### src/rtl/mic4_pulse_seq.sv
// Multi-channel pulse sequencer for Mic4 injection, global reset and strobe pins.
// Build option: define MIC4_PULSE_REPEAT_EN to enable repeat counts and the GAP state.
module mic4_pulse_seq #(
  parameter int NCH       = 4,
  parameter int DLY_WIDTH = 16,
  parameter int LEN_WIDTH = 16,
  parameter int RPT_WIDTH = 8
) (
  input  logic                     clk_in,
  input  logic                     rst,
  input  logic [NCH-1:0]           trig,
  input  logic [NCH-1:0]           abort,
  input  logic [NCH*DLY_WIDTH-1:0] delay,
  input  logic [NCH*LEN_WIDTH-1:0] width,
  input  logic [NCH*RPT_WIDTH-1:0] repeat_n,
  input  logic [NCH-1:0]           polarity,
  output logic [NCH-1:0]           pulse_out,
  output logic [NCH-1:0]           busy,
  output logic [NCH-1:0]           done
);

  localparam int CW = (DLY_WIDTH > LEN_WIDTH) ? DLY_WIDTH : LEN_WIDTH;

  typedef enum logic [1:0] {
    S_IDLE   = 2'd0,
    S_DELAY  = 2'd1,
    S_ACTIVE = 2'd2
`ifdef MIC4_PULSE_REPEAT_EN
    , S_GAP  = 2'd3
`endif
  } state_e;

  logic [NCH-1:0] trig_q, trig_d, trig_rise;

  assign trig_d    = trig;
  assign trig_rise = trig & ~trig_q;

  // Resetting to ones keeps a trigger that is already high at reset release from firing.
  always_ff @(posedge clk_in) begin
    if (rst) trig_q <= '1;
    else     trig_q <= trig_d;
  end

`ifndef MIC4_PULSE_REPEAT_EN
  logic unused_repeat_n;
  assign unused_repeat_n = ^repeat_n;
`endif

  for (genvar i = 0; i < NCH; i++) begin : g_ch
    state_e               state_q, state_d;
    logic [CW-1:0]        cnt_q, cnt_d;
    logic [LEN_WIDTH-1:0] wid_q, wid_d, wid_eff, wid_in;
    logic [DLY_WIDTH-1:0] dly_in;
    logic                 active_q, active_d, busy_q, busy_d, done_q, done_d;
    logic                 start, enter_act, finish_act;
`ifdef MIC4_PULSE_REPEAT_EN
    logic [DLY_WIDTH-1:0] dly_q, dly_d, dly_eff;
    logic [RPT_WIDTH-1:0] rpt_q, rpt_d, rpt_eff, rpt_in;

    assign rpt_in = repeat_n[i*RPT_WIDTH +: RPT_WIDTH];
`endif

    assign dly_in = delay[i*DLY_WIDTH +: DLY_WIDTH];
    assign wid_in = width[i*LEN_WIDTH +: LEN_WIDTH];
    assign start  = (state_q == S_IDLE) && trig_rise[i] && !abort[i];

    always_comb begin
      // NOTE: every variable gets a default before the case so no latch is inferred.
      state_d    = state_q;
      cnt_d      = cnt_q;
      wid_d      = wid_q;
      done_d     = 1'b0;
      enter_act  = 1'b0;
      finish_act = 1'b0;
      // In IDLE the live inputs are used so a zero delay can go straight to ACTIVE.
      wid_eff    = (state_q == S_IDLE) ? wid_in : wid_q;
`ifdef MIC4_PULSE_REPEAT_EN
      dly_d      = dly_q;
      rpt_d      = rpt_q;
      dly_eff    = (state_q == S_IDLE) ? dly_in : dly_q;
      rpt_eff    = (state_q == S_IDLE) ? rpt_in : rpt_q;
`endif

      case (state_q)
        S_IDLE: begin
          if (start) begin
            wid_d = wid_in;
`ifdef MIC4_PULSE_REPEAT_EN
            dly_d = dly_in;
            rpt_d = rpt_in;
`endif
            if (dly_in == '0) begin
              enter_act = 1'b1;
            end else begin
              state_d = S_DELAY;
              cnt_d   = CW'(dly_in) - CW'(1);
            end
          end
        end
        S_DELAY: begin
          if (cnt_q == '0) enter_act = 1'b1;
          else             cnt_d     = cnt_q - CW'(1);
        end
        S_ACTIVE: begin
          if (cnt_q == '0) finish_act = 1'b1;
          else             cnt_d      = cnt_q - CW'(1);
        end
`ifdef MIC4_PULSE_REPEAT_EN
        S_GAP: begin
          if (cnt_q == '0) enter_act = 1'b1;
          else             cnt_d     = cnt_q - CW'(1);
        end
`endif
        default: state_d = S_IDLE;
      endcase

      // A zero-width pulse falls through to the end-of-pulse handling in the same cycle.
      if (enter_act) begin
        if (wid_eff != '0) begin
          state_d = S_ACTIVE;
          cnt_d   = CW'(wid_eff) - CW'(1);
        end else begin
          finish_act = 1'b1;
        end
      end

      if (finish_act) begin
`ifdef MIC4_PULSE_REPEAT_EN
        if (rpt_eff != '0) begin
          state_d = S_GAP;
          rpt_d   = rpt_eff - RPT_WIDTH'(1);
          cnt_d   = (dly_eff == '0) ? '0 : CW'(dly_eff) - CW'(1);
        end else begin
          state_d = S_IDLE;
          done_d  = 1'b1;
        end
`else
        state_d = S_IDLE;
        done_d  = 1'b1;
`endif
      end

      if (abort[i] && (state_q != S_IDLE)) begin
        state_d = S_IDLE;
        done_d  = 1'b0;
      end

      active_d = (state_d == S_ACTIVE);
      busy_d   = (state_d != S_IDLE);
    end

    always_ff @(posedge clk_in) begin
      // NOTE: sequential state uses non-blocking assignments so all flops update together.
      if (rst) begin
        state_q  <= S_IDLE;
        cnt_q    <= '0;
        active_q <= 1'b0;
        busy_q   <= 1'b0;
        done_q   <= 1'b0;
      end else begin
        state_q  <= state_d;
        cnt_q    <= cnt_d;
        active_q <= active_d;
        busy_q   <= busy_d;
        done_q   <= done_d;
      end
      // NOTE: shadow registers are left unreset; they are always loaded before being read.
      wid_q <= wid_d;
`ifdef MIC4_PULSE_REPEAT_EN
      dly_q <= dly_d;
      rpt_q <= rpt_d;
`endif
    end

    assign pulse_out[i] = active_q ^ polarity[i];
    assign busy[i]      = busy_q;
    assign done[i]      = done_q;
  end

endmodule

### config.mk
export PLATFORM = sky130hd
export DESIGN_NAME = mic4_pulse_seq
export DESIGN_NICKNAME = d
export VERILOG_FILES = /design/src/rtl/mic4_pulse_seq.sv
export SDC_FILE = /design/constraint.sdc
export NUM_CORES = 1
export LEC_CHECK = 0
export CAP_MARGIN = 40
export CORE_ASPECT_RATIO = 1.1
export CORE_MARGIN = 5
export CORE_UTILIZATION = 25
export CTS_BUF_LIST = sky130_fd_sc_hd__clkbuf_4 sky130_fd_sc_hd__clkbuf_8
export DETAILED_ROUTE_END_ITERATION = 8
export DONT_BUFFER_PORTS = 1
export SETUP_SLACK_MARGIN = 0.5
export SLEW_MARGIN = 20
export SYNTH_ARGS = -nofsm -noshare
export SYNTH_HDL_FRONTEND = slang
export SYNTH_SLANG_ARGS = --single-unit
### constraint.sdc
create_clock -name clk_in -period 3.9 [get_ports clk_in]
set_clock_uncertainty 0.2 [all_clocks]
set_input_delay 0.78 -clock clk_in [delete_from_list [all_inputs] [get_ports clk_in]]
set_output_delay 0.78 -clock clk_in [all_outputs]
set_load 0.05 [all_outputs]
### After elaboration in Yosys (flattened, before gate mapping)

Index checks and enable logic that the tools add are counted.

* flip-flop bits (word level): 152
* latch bits: 0
* RAM bits: 0
* bits in read-only memories: 0
* output and inout port bits: 12
* word-level logic and storage cells: 195
* memories kept: 0

* $add $sub $neg: 12
* multipliers: 0
* div/mod/pow operators: 0
* $lt $le $gt $ge: 0
* eq/ne operators: 12
* shift operators: 0
* muxes and demuxes: 88
* bitwise logic cells: 6
* reduce and logical (&&, ||, !) cells: 52

Operators by type and width (count)
* $mux W16: 24
* $sub A16 B1 Y16 const B: 12
* $logic_not A16 Y1: 8
* $pmux W16 S2: 4
* $reduce_bool A16 Y1: 4
* $mux W2: 24
* $mux W1: 28
* $eq A2 B2 Y1 const B: 8
* $pmux W2 S2: 4
* $reduce_bool A2 Y1: 8
* $reduce_or A2 Y1: 8
* $logic_and A1 B1 Y1: 12
* $eq A2 B1 Y1 const B: 4
* $logic_not A2 Y1: 4
* $pmux W1 S2: 4
* $reduce_and A2 Y1: 4
* $and A4 B4 Y4: 1
* $logic_not A1 Y1: 4
* $not A4 Y4: 1
* $xor A1 B1 Y1: 4

### Logic depth before layout (Yosys ltp)

* word-level depth: 11
* mapped depth: 14
* gate-level depth less buffers: 10

### Worst setup path before layout

No wires, ideal clock.

* path type: reg2reg
* start point: register g_ch[0].state_q[0]
* end point: register g_ch[0].cnt_q[10]
* setup time: 0.137 ns
* arrival: 3.451 ns
* data required time: 3.563 ns
* slack: 0.111 ns
* cell stages (with the launch flop): 14
* buffers on the path: 4
* path through: dfxtp_1 inv_1 ha_1 clkbuf_1 buf_1 buf_1 clkbuf_1 mux2i_1 ha_1 o21ai_0 o31ai_1 o21ai_0 a211oi_1 a211oi_1

* word-level cells in the longest chain between the ends: 7
* elaborated cells between the ends (all ways): 15
* those cells by class: add/sub (1); eq/ne (2); mux (7); reduce/logical (5)

Ends and longest elaborated chain
* start: declaration: RTL line 50 `state_e state_q, state_d;`
* start signal: assignment: RTL line 161 `state_q <= state_d;`
* parallel branches: the longest is 6 deep, another holds $sub A16 B1 Y16
* $mux W16 *: RTL line 118 `if (enter_act) begin`
* end signal: assignment: RTL line 162 `cnt_q <= cnt_d;`
* end: declaration: RTL line 51 `logic [CW-1:0] cnt_q, cnt_d;`

Every way passes the cells marked *.
A chain may end at the register's enable or synchronous reset.

### Final worst setup path

* start point: register g_ch[0].state_q[0]
* end point: register g_ch[0].cnt_q[3]

Same word-level chain as after synthesis.

==> flow_metrics.env <==
export IMPL_cts_buffer_depth=2
export IMPL_yosys_area_top_type="edfxtp_1"
export IMPL_finalCriticalPeriod_ns=3.22
export IMPL_num_antenna_cells=0
export IMPL_slew_headroom_pct=41.9
export IMPL_routabilityCongestion=0.888
export IMPL_synth_seq_area_share_pct=31.2
export IMPL_p_leak_nw=4.82
export IMPL_gr_total_overflow=0
export IMPL_drt_iter0_drc=815
export IMPL_period_share_pct=82.5
export IMPL_fin_cells=1997
export IMPL_syn_inst=1391
export IMPL_rr_startpoint="g_ch[0].state_q[0]"
export IMPL_fp_dieH_um=238
export IMPL_hold_violations=0
export IMPL_multiInputGateArea_um2=7690
export IMPL_rows=83
export IMPL_path_class="reg -> reg"
export IMPL_maxCapViolations=0
export IMPL_synthTopCellsByCount="nor2_1 (137), dfxtp_1 (88), nand2_1 (88), nor3_1 (81), a21oi_1 (74)"
export IMPL_cp_startpoint="g_ch[0].state_q[0]"
export IMPL_synth_most_common_cell="nor2_1"
export IMPL_min_delay_start="rst"
export IMPL_seq_area_um2=3680
export IMPL_synth_top_cells_by_area="edfxtp_1 (16%), dfxtp_1 (15%), xor2_1 (5.2%), mux2i_1 (4.6%), nor2_1 (4.4%)"
export IMPL_fmax_ghz=0.311
export IMPL_io_pins=186
export IMPL_post_drt_via_cell_ratio=5.46
export IMPL_numCtsBuffers=17
export IMPL_clock_sinks=152
export IMPL_cp_start_kind="flop"
export IMPL_antenna_found_initial=0
export IMPL_synthToLayoutAreaGrowth_pct=11.1
export IMPL_crit_arrival_ns=3.48
export IMPL_synth_nets=1605
export IMPL_grt_pass1_wl_um=59700
export IMPL_rsz0062_at_grt="yes"
export IMPL_dpl_cell_count=1964
export IMPL_crit_fanout=15
export IMPL_tightestPinTransition_ns=0.865
export IMPL_firstDrtPassIters=5
export IMPL_hp_class="in -> reg"
export IMPL_finalPower_mw=5.90
export IMPL_ir_drop_mv=0.207
export IMPL_placed_cell_area_um2=12600
export IMPL_root_buffer="clkbuf_8"
export IMPL_core_um2=46700
export IMPL_cellPowerDensity_nw_per_um2=451
export IMPL_grtUsageTotal_pct=14.5
export IMPL_crit_required_ns=4.16
export IMPL_maxSlewViolCount=0
export IMPL_vias=10902
export IMPL_reg2reg_slack_ns=0.68
export IMPL_grt_pass1_vias=10653
export IMPL_drt_total_wl_um=38200
export IMPL_htree_levels=4
export IMPL_synth_top_area_share_pct=16.3
export IMPL_grt_max_degree=71
export IMPL_endpoint_kind="flop"
export IMPL_wire_per_inst_um=19.2
export IMPL_nFillCells=5016
export IMPL_avgSynthCellArea_um2=8.48
export IMPL_synth_distinct_cells=92
export IMPL_timing_setup_tns_ns=0
export IMPL_drc_errors=0
export IMPL_ys_warn_count=0
export IMPL_numPortBuffers=0
export IMPL_status="completed"
export IMPL_synth_edff_count=64
export IMPL_clock_latency_ns=0.55
export IMPL_hold_slack_ns=0.103
export IMPL_fin_area_um2=13100
export IMPL_ant_nets=0
export IMPL_fin_nets=1603
export IMPL_hpwlAfterDp_um=29600
export IMPL_dieArea_um2=51600
export IMPL_ys_async_sr_fraction_pct=0
export IMPL_ys_flop_type="dfxtp_1"
export IMPL_die_w_um=217
export IMPL_finalSetupViolCount=0
export IMPL_drive_gt1_share_pct=9.91
export IMPL_initial_core_util_pct=25.2
export IMPL_cts_tree="built"
export IMPL_clk_pin_slew_worst_paths_ns=0.09
export IMPL_synth_cell_area_um2=11800
export IMPL_ys_ff_latch=152
cell families after synthesis:
| kind of cell | Yosys count | share of synthesized area, % |
|---|---|---|
| simple gates | 535 | 24.2 |
| compound gates | 359 | 21.3 |
| flops | 152 | 31.2 |
| xor+xnor | 128 | 9.51 |
| buf+inv | 116 | 4.27 |
| mux | 61 | 5.25 |
| fa+ha+maj | 40 | 4.24 |
worst max-delay path, cell delays in order (launching register included):
cell,delay (ns)
dfxtp_1,0.36
inv_1,0.10
ha_2,0.40
buf_4,0.22
nor3_1,0.06
o22ai_1,0.26
o21bai_1,0.29
or3_1,0.23
nor2b_2,0.42
buf_4,0.28
a211oi_1,0.07
a211oi_1,0.24
layer usage:
layer | part of all wire (%) | vias to the layer above | track usage (%) | wire [µm]
li1 | - | 5263 | - | -
met1 | 42 | 5235 | 17.3 | 16100
met2 | 49 | 350 | 25.1 | 18800
met3 | 6.5 | 54 | 4.11 | 2480
met4 | 2.1 | 0 | 4.88 | 806
met5 | 0 | - | 0 | 0
final cells by class:
cell class	instances	area share, %
multi-input cells	1123	58.7
flip-flops and latches	152	28.1
inverters	53	1.52
well taps	595	5.68
clock buffers	19	1.95
clock inverters	13	1.37
repair buffers	42	2.69
flip-flops by register name (all words and copies together), names as in the netlist:
signal         count
g_ch.state_q       8
g_ch.done_q        4
g_ch.wid_q        64
g_ch.busy_q        4
g_ch.cnt_q        64
trig_q             4
g_ch.active_q      4
what timing repair did:
item	4_1_cts	5_1_grt
hold buffers	0	0
pin swaps	0	1
setup buffers	0	1
gates resized for setup	5	13
cloned	0	0
endpoints found under the setup margin	24	45
hold endpoints to repair	0	0
metrics by stage:
stage                     utilization [%]  worst slack (ns)
after floorplan                         -             0.572
after global placement               26.9             0.396
after detailed placement             26.9             0.247
after CTS                            27.9             0.507
after global routing                 28.0             0.480
final                                28.0             0.682
final timing paths:
kind                            cells after the start                 end
worst max-delay path                               11    g_ch[0].cnt_q[3]
worst min-delay path                                1  g_ch[2].state_q[0]
worst max register to register                     11    g_ch[0].cnt_q[3]
worst min register to register                      2    g_ch[3].cnt_q[4]
power by group:
group          total [mW]  switching [mW]  internal, mW
clock                1.39           0.678         0.714
sequential           1.99           0.184          1.80
combinational        2.52            1.54         0.981
total                5.90            2.40          3.50
cell usage in the layout (no fill, tap or decap), types with 6 or more instances in the layout:
cell type and n:
a211oi_1 57, buf_4 39, nor4b_1 8, a21oi_1 74, or4_1 17, and2_1 8, o31a_1 6, xor2_1 70
o32a_1 7, nor2b_1 7, nor3b_1 18, or2_2 16, a31oi_1 11, a22oi_1 6, o22ai_1 7, nor2_1 136
xnor2_1 58, ha_1 36, o21ai_0 68, o211ai_1 9, edfxtp_1 64, nand4_1 12, dfxtp_1 88, or3_1 20
nand3_1 23, nand2_1 86, a21o_1 9, clkbuf_8 18, inv_1 52, mux2_2 7, nand2b_1 9, nor3_1 80
mux2i_1 54, a221oi_1 10, o21a_1 10, nor4_1 46, o32ai_1 10, o311ai_0 6
No activity file was read; power rests on OpenSTA's default activity.
